**config.mk**
```make
export PLATFORM = sky130hd
export DESIGN_NAME = program_loader
export DESIGN_NICKNAME = d
export VERILOG_FILES = /design/src/rtl/loader_pkg.sv /design/src/rtl/byte_assembler.sv /design/src/rtl/program_loader.sv
export SDC_FILE = /design/constraint.sdc
export NUM_CORES = 1
export LEC_CHECK = 0
export BUFFER_PORTS_ARGS = -buffer_cell sky130_fd_sc_hd__buf_2
export CORE_UTILIZATION = 46
export CTS_CLUSTER_SIZE = 12
export DETAILED_ROUTE_END_ITERATION = 8
export PLACE_DENSITY = 0.68
export SLEW_MARGIN = 20
export SYNTH_ARGS = -nofsm -noshare
export SYNTH_HDL_FRONTEND = slang
export SYNTH_SLANG_ARGS = --single-unit
```
**constraint.sdc**
```tcl
create_clock -name clk -period 2.4 [get_ports clk]
set_input_delay 0.36 -clock clk [delete_from_list [all_inputs] [get_ports clk]]
set_output_delay 0.36 -clock clk [all_outputs]
set_load 0.05 [all_outputs]
```
**src/rtl/loader_pkg.sv**
```systemverilog
// Shared loader types: FSM state encoding and word geometry.
// Imported by program_loader and byte_assembler.
package loader_pkg;

  typedef enum logic [2:0] {
    ST_IDLE,
    ST_LOAD,
    ST_WRITE,
    ST_DONE,
    ST_ERROR
  } state_t;

  localparam int BYTES_PER_WORD = 4;
  localparam int BCNT_W = $clog2(BYTES_PER_WORD);
  localparam int WORD_W = 8 * BYTES_PER_WORD;

endpackage

```
**src/rtl/byte_assembler.sv**
```systemverilog
// Big-endian byte-to-word assembler with byte counter.
// Ports: clk, reset (sync, low), clear, shift_en, byte_in -> word_next, word_ready.
module byte_assembler
  import loader_pkg::*;
(
  input  logic              clk,
  input  logic              reset,
  input  logic              clear,
  input  logic              shift_en,
  input  logic [7:0]        byte_in,
  output logic [WORD_W-1:0] word_next,
  output logic              word_ready
);

  // Only the first three bytes are stored; the last one is
  // taken straight from byte_in when the word completes.
  logic [WORD_W-9:0] sr;
  logic [BCNT_W-1:0] cnt;

  assign word_next  = {sr, byte_in};
  assign word_ready = shift_en &&
                      (cnt == BCNT_W'(BYTES_PER_WORD - 1));

  always_ff @(posedge clk) begin
    if (!reset || clear) begin
      sr  <= '0;
      cnt <= '0;
    end else if (shift_en) begin
      sr  <= word_next[WORD_W-9:0];
      cnt <= cnt + 1'b1;
    end
  end

endmodule

```
**src/rtl/program_loader.sv**
```systemverilog
// Streams bytes into words and writes them to instruction memory.
// Ports: clk, reset, Start/Length, byte handshake, write port, Busy/Done/Overflow.
module program_loader
  import loader_pkg::*;
#(
  parameter int MEMORY_DEPTH = 32,
  parameter int DATA_WIDTH   = 32
) (
  input  logic                            clk,
  input  logic                            reset,
  input  logic                            Start,
  input  logic [$clog2(MEMORY_DEPTH):0]   Length,
  input  logic                            ByteValid,
  input  logic [7:0]                      ByteData,
  output logic                            ByteReady,
  output logic                            WriteEnable,
  output logic [DATA_WIDTH-1:0]           WriteAddress,
  output logic [DATA_WIDTH-1:0]           WriteData,
  output logic                            Busy,
  output logic                            Done,
  output logic                            Overflow
);

  localparam int LW = $clog2(MEMORY_DEPTH) + 1;

  state_t          state;
  state_t          nstate;
  logic [LW-1:0]   len_q;
  logic [LW-1:0]   idx;
  logic [LW-1:0]   idx_inc;
  logic            start_ok;
  logic            hs;
  logic [WORD_W-1:0] word_next;
  logic            word_ready;

  assign idx_inc  = idx + 1'b1;
  assign hs       = ByteValid && ByteReady;
  assign start_ok = Start && (state == ST_IDLE ||
                              state == ST_DONE ||
                              state == ST_ERROR);

  byte_assembler u_asm (
    .clk        (clk),
    .reset      (reset),
    .clear      (start_ok),
    .shift_en   (hs),
    .byte_in    (ByteData),
    .word_next  (word_next),
    .word_ready (word_ready)
  );

  always_ff @(posedge clk) begin
    if (!reset) state <= ST_IDLE;
    else        state <= nstate;
  end

  always_comb begin
    nstate = state;
    case (state)
      ST_IDLE, ST_DONE, ST_ERROR: begin
        if (Start) begin
          if (Length == '0)
            nstate = ST_DONE;
          else if (int'(Length) > MEMORY_DEPTH)
            nstate = ST_ERROR;
          else
            nstate = ST_LOAD;
        end
      end
      ST_LOAD: begin
        if (word_ready) nstate = ST_WRITE;
      end
      ST_WRITE: begin
        if (idx_inc == len_q) nstate = ST_DONE;
        else                  nstate = ST_LOAD;
      end
      default: nstate = ST_IDLE;
    endcase
  end

  // Write port is latched on entry to WRITE so it holds
  // steady whenever the strobe is low.
  always_ff @(posedge clk) begin
    if (!reset) begin
      len_q        <= '0;
      idx          <= '0;
      WriteData    <= '0;
      WriteAddress <= '0;
    end else begin
      if (start_ok) begin
        len_q <= Length;
        idx   <= '0;
      end
      if (state == ST_LOAD && word_ready) begin
        WriteData    <= DATA_WIDTH'(word_next);
        WriteAddress <= DATA_WIDTH'(idx) << 2;
      end
      if (state == ST_WRITE) idx <= idx_inc;
    end
  end

  assign ByteReady   = (state == ST_LOAD);
  assign WriteEnable = (state == ST_WRITE);
  assign Busy        = (state == ST_LOAD) || (state == ST_WRITE);
  assign Done        = (state == ST_DONE);
  assign Overflow    = (state == ST_ERROR);

endmodule
```
## Word level (Yosys, flattened, before mapping)

Cells that the tools add are included.

| cells by class | value |
|---|---|
| add/subtract/negate cells | 2 |
| multipliers | 0 |
| divide/modulo/power cells | 0 |
| magnitude comparators | 1 |
| equality and inequality tests | 8 |
| shifts and indexed selects | 0 |
| muxes and demuxes | 8 |
| bitwise gates (word level) | 0 |
| reduce and logical (&&, ||, !) cells | 14 |

Operators with widths:

| kind | number |
|---|---|
| $mux W3 | 4 |
| $mux W6 | 2 |
| $pmux W3 S3 | 1 |
| $add A6 B1 Y6 const B | 1 |
| $eq A3 B2 Y1 const B | 2 |
| $eq A6 B6 Y1 | 1 |
| $gt A6 B6 Y1 const B | 1 |
| $logic_not A6 Y1 | 1 |
| $logic_and A1 B1 Y1 | 4 |
| $logic_or A1 B1 Y1 | 4 |
| $eq A3 B1 Y1 const B | 1 |
| $eq A3 B3 Y1 const B | 1 |
| $logic_not A3 Y1 | 1 |
| $reduce_or A3 Y1 | 1 |
| $add A2 B1 Y2 const B | 1 |
| $eq A2 B2 Y1 const B | 1 |
| $mux W2 | 1 |
| $ne A2 B1 Y1 const B | 1 |
| $ne A2 B2 Y1 const B | 1 |
| $reduce_and A2 Y1 | 1 |
| $reduce_bool A2 Y1 | 1 |
| $logic_not A1 Y1 | 1 |

| storage, ports and cells | value |
|---|---|
| flip-flop bits (word level) | 79 |
| bits in latches | 0 |
| bits in writable memories | 0 |
| bits in read-only memories | 0 |
| input port bits | 18 |
| output and inout bits | 69 |
| word-level logic and storage cells | 40 |
| memories | 0 |

## Longest topological paths before layout

| logic depth | value |
|---|---|
| word-level depth | 6 |
| gate-level depth with buffers | 8 |
| depth with buffers taken out | 7 |

## Modules after synthesis

From an unflattened synthesis, not the netlist that was laid out.

| unflattened totals | value |
|---|---|
| cells, all modules | 398 |
| area, all modules | 3488.3 um^2 |

Modules (own cells, without submodules):

| module | times used | cells an instance | area an instance (um^2) | sequential area each (um^2) |
|---|---|---|---|---|
| program_loader | 1 | 303 | 2441.1 | 1061.0 |
| byte_assembler | 1 | 95 | 1047.3 | 520.5 |

## Worst setup path before layout

No wires, ideal clock.

| path | value |
|---|---|
| path type | register -> output |
| start | register state[2] |
| end | output Overflow |
| data arrival time | 1.533 ns |
| data required time | 2.040 ns |
| path slack | 0.507 ns |
| stages on the path, launching flop included | 3 |
| buffers on the path | 0 |
| cells stage by stage | dfxtp_1 inv_1 nor3_1 |

| on the way | value |
|---|---|
| word-level cells in the longest chain between the ends | 1 |

RTL lines:

| item | RTL line | RTL |
|---|---|---|
| from (decl) | program_loader.sv:26 | `state_t state;` |
| from (signal assigned) | program_loader.sv:54 | `else state <= nstate;` |
| $eq A3 B3 Y1 | program_loader.sv:106 | `assign Overflow = (state == ST_ERROR);` |
| to (decl) | program_loader.sv:21 | `output logic Overflow` |

No other way between the ends.

## Worst setup path after layout

| path | value |
|---|---|
| start | register state[1] |
| end | output WriteEnable |

| on the way | value |
|---|---|
| word-level cells in the longest chain between the ends | 1 |

RTL lines:

| item | RTL line | RTL |
|---|---|---|
| $eq A3 B2 Y1 | program_loader.sv:103 | `assign WriteEnable = (state == ST_WRITE);` |
| to (decl) | program_loader.sv:16 | `output logic WriteEnable,` |

No other way between the ends.

==> flow_results.xml <==
<?xml version="1.0" encoding="UTF-8"?>
<metrics>
  <group name="run_status">
    <metric name="status" unit="">complete, no violations</metric>
  </group>
  <group name="clock_tree">
    <metric name="cts.hold.buffers_added" unit="">0</metric>
    <metric name="cts_tree" unit="">built</metric>
    <metric name="number_of_levels_in_the_clock_h_tree" unit="">3</metric>
    <metric name="insertion_delay" unit="ns">0.34</metric>
    <metric name="total_setup_buffers_inserted_after_cts" unit="">0</metric>
    <metric name="numCtsBuffers" unit="">9</metric>
    <metric name="register_clock_pin_slew_on_the_reported_worst_setup_and_hold_paths" unit="ns">0.08</metric>
    <metric name="cts_max_path_buffers" unit="">2</metric>
    <metric name="ctsResizeCount" unit="">0</metric>
    <metric name="cts.sink_count" unit="">79</metric>
    <metric name="clock-root-buffer" unit="">clkbuf_8</metric>
  </group>
  <group name="sta">
    <metric name="finalClockSkew" unit="ns">0.007772</metric>
    <metric name="fmaxAchievable" unit="GHz">0.5091</metric>
    <metric name="maxSlewHeadroom" unit="%">47.38</metric>
    <metric name="post-route-min-period" unit="ns">1.964</metric>
    <metric name="tightestPinTransition" unit="ns">0.7874</metric>
    <metric name="timing_hold_violations_final" unit="">0</metric>
    <metric name="grt_setup_unrepaired" unit="">false</metric>
    <metric name="setup-tns-final" unit="ns">0</metric>
    <metric name="setup_violations" unit="">0</metric>
    <metric name="post-route-period-util" unit="%">81.84</metric>
    <metric name="slew_viol_final" unit="">0</metric>
  </group>
  <group name="synthesis">
    <metric name="synthFlopType" unit="">dfxtp_1</metric>
    <metric name="netlist_area" unit="um^2">3413</metric>
    <metric name="netlist-cell-type-count" unit="">39</metric>
    <metric name="post-synth-top-area-fraction" unit="%">46.33</metric>
    <metric name="post_synth_main_area_contributors" unit="">dfxtp_1 46%, nand2_1 15%, buf_4 7.5%, a21boi_0 4.6%, a21boi_1 4.4%</metric>
    <metric name="ys_warn_count" unit="">0</metric>
    <metric name="ys_seq_elements" unit="">79</metric>
    <metric name="syn_avg_cell_area" unit="um^2">8.225</metric>
    <metric name="synth_enable_flop_cells" unit="">0</metric>
    <metric name="netlist_top_cells_count" unit="">139 x nand2_1, 79 x dfxtp_1, 34 x buf_4</metric>
    <metric name="synth-async-reset-ratio" unit="%">0</metric>
    <metric name="ys_seq_area_share" unit="%">46.33</metric>
    <metric name="syn-instance-count" unit="">415</metric>
    <metric name="post-synth-top-count-cell" unit="">nand2_1</metric>
    <metric name="synthDominantAreaCellType" unit="">dfxtp_1</metric>
  </group>
  <group name="global_routing">
    <metric name="maximum_number_of_pins_on_one_net_before_global_route_repair" unit="">39</metric>
    <metric name="grt_antenna_before_repair" unit="">0</metric>
    <metric name="global_route.usage.total" unit="%">18.79</metric>
    <metric name="grt_pass1_vias" unit="">2482</metric>
    <metric name="grt_overflow" unit="">0</metric>
    <metric name="grt_first_pass_wirelength" unit="um">11350</metric>
  </group>
  <group name="routing">
    <metric name="detailroute.via_count" unit="">2761</metric>
    <metric name="viasPerCell" unit="">4.827</metric>
    <metric name="initialDrtViolationCount" unit="">131</metric>
    <metric name="wire_per_inst" unit="um">12.06</metric>
    <metric name="number_of_nets_with_antenna_violations_after_routing" unit="">0</metric>
    <metric name="drtPass1Iterations" unit="">4</metric>
    <metric name="postRouteWirelength" unit="um">6897</metric>
    <metric name="route.detailed.drc" unit="">0</metric>
  </group>
  <group name="worst_setup_path">
    <metric name="timing.critical_path.slowest_stage_cell" unit="">dfxtp_1</metric>
    <metric name="slowest_delay" unit="ns">0.47</metric>
    <metric name="worstSetupStartpoint" unit="">state[1]</metric>
    <metric name="r2r_setup_slk" unit="ns">0.67</metric>
    <metric name="critical_path.startpoint_type" unit="">flop</metric>
    <metric name="largest_fanout_on_the_critical_path" unit="">11</metric>
    <metric name="cp_data_arrival_time" unit="ns">1.60</metric>
    <metric name="source_of_the_worst_register_to_register_timing_path" unit="">state[1]</metric>
    <metric name="rr_endpoint" unit="">u_asm.sr[21]</metric>
    <metric name="worstRegToRegCells" unit="">6</metric>
    <metric name="cp_cell_sequence" unit="">nand2b_2 &gt; or2_4 &gt; clkinv_4 &gt; buf_2</metric>
    <metric name="critical_path_required" unit="ns">2.04</metric>
    <metric name="worst_setup_ep_type" unit="">output pin</metric>
    <metric name="crit_type" unit="">reg -&gt; out</metric>
    <metric name="cp-endpoint" unit="">WriteEnable</metric>
  </group>
  <group name="place">
    <metric name="finalWeightedCongestion" unit="">0.8069</metric>
    <metric name="hpwl_dp" unit="um">4725</metric>
    <metric name="portbufs" unit="">60</metric>
  </group>
  <group name="die">
    <metric name="floorplan.io_pins" unit="">87</metric>
    <metric name="die_height" unit="um">88.14</metric>
    <metric name="placementRows" unit="">31</metric>
    <metric name="floorplan.initialDensity" unit="%">47.31</metric>
    <metric name="design.die.area" unit="um^2">7769</metric>
    <metric name="floorplan.core_area" unit="um^2">7214</metric>
    <metric name="fp.dieW" unit="um">88.14</metric>
  </group>
  <group name="finish">
    <metric name="areaGrowthSynthToFinish" unit="%">14.22</metric>
    <metric name="fill_cell_count" unit="">720</metric>
    <metric name="antenna_cells_inserted" unit="">0</metric>
    <metric name="finish.net_count" unit="">488</metric>
    <metric name="post_route_cells_drive_above_1_share" unit="%">19.45</metric>
  </group>
  <group name="power_and_ir_drop">
    <metric name="total_power" unit="W">0.002817</metric>
    <metric name="vdd.ir_drop.worst" unit="uV">305.2</metric>
    <metric name="power-per-cell-area" unit="nW/um^2">722.6</metric>
    <metric name="p_leak" unit="nW">1.565</metric>
  </group>
  <group name="flow_run">
    <metric name="max-cap-violations" unit="">0</metric>
  </group>
  <group name="worst_hold_path">
    <metric name="timing.hold.worst.class" unit="">in -&gt; reg</metric>
    <metric name="timing.hold.worst.start" unit="">ByteData[7]</metric>
  </group>
</metrics>
==> layout make-up <==
| cell class | count | area [um^2] | share of cell area (%) |
|---|---|---|---|
| inverter | 4 | 20.02 | 0.5135 |
| tap | 99 | 123.9 | 3.177 |
| multi-input combinational | 307 | 1582 | 40.56 |
| clock inverter | 3 | 90.09 | 2.311 |
| sequential | 79 | 1582 | 40.56 |
| clock buffer | 13 | 148.9 | 3.819 |
| timing repair buffer | 67 | 352.8 | 9.050 |
==> critical path: cells and delay by family, from the launching register on <==
family | cells | cell delay (ns)
simple gates | 2 | 0.43
buf+inv | 2 | 0.36
flops | 1 | 0.47
==> layer usage <==
metal	share of wire (%)	track usage, %	vias to the layer above
li1	-	-	1401
met5	0	0	-
met2	44	29.53	65
met1	50	25.15	1286
met4	1.2	6.305	0
met3	5.0	4.901	9
==> registers in the layout, summed over array words and instances, names as in the netlist <==
name and flops:
len_q 6, WriteAddress 6, state 3, idx 6, u_asm.sr 24, WriteData 32, u_asm.cnt 2
==> worst min-delay path by stage <==
stage / to / slack (ns) / cells past startpoint
final: u_asm.sr[7] / 0.26 / 3
after floorplan: WriteData[24] / 0.43 / 2
after CTS: u_asm.sr[7] / 0.26 / 3
after detailed placement: WriteData[20] / 0.44 / 2
after global routing: u_asm.sr[6] / 0.26 / 3
after global placement: WriteData[28] / 0.44 / 2
==> cell families (layout without fill, tap and decap cells) <==
kind of cell | count (synthesis) | count (layout) | share of synthesized area [%]
DFF | 79 | 79 | 46.33
xor gates and xnor gates | 11 | 11 | 2.823
and+or+nand+nor | 175 | 175 | 21.70
buffers and inverters | 54 | 87 | 10.15
adders and majority gates | 2 | 2 | 0.7330
other | 1 | 26 | 0.1099
AOI/OAI and AO/OA | 87 | 87 | 16.39
muxes | 6 | 6 | 1.760
==> report_power, final <==
group	internal, W	switching, W	total [W]
sequential	0.00133	0.0000187	0.00135
combinational	0.0000722	0.000215	0.000287
clock	0.000722	0.000463	0.00118
total	0.00212	0.000697	0.00282
==> placed cells by master (no fill, tap or decap), drive strengths merged, types with 8 or more instances in the layout <==
cell type,instances
nand2,139
dfxtp,79
buf,67
a21boi,41
a21oi,30
conb,26
clkbuf,13
nor2,9
o21ai,9
nand3,8
==> metrics by stage <==
| step | std cells | cell area (um^2) | setup slack [ns] | util (%) | hold slack (ns) |
|---|---|---|---|---|---|
| floorplan | 440 | 3507 | 0.5065 | - | 0.4310 |
| detailed placement | 556 | 3660 | 0.7079 | 50.73 | 0.4428 |
| CTS | 572 | 3899 | 0.4501 | 54.04 | 0.2608 |
| global route | 572 | 3899 | 0.3957 | 54.04 | 0.2617 |
| global placement | 556 | 3660 | 0.7845 | 50.73 | 0.4407 |
| finish | 572 | 3899 | 0.4358 | 54.04 | 0.2616 |
Power figures use the tool's default switching activity.
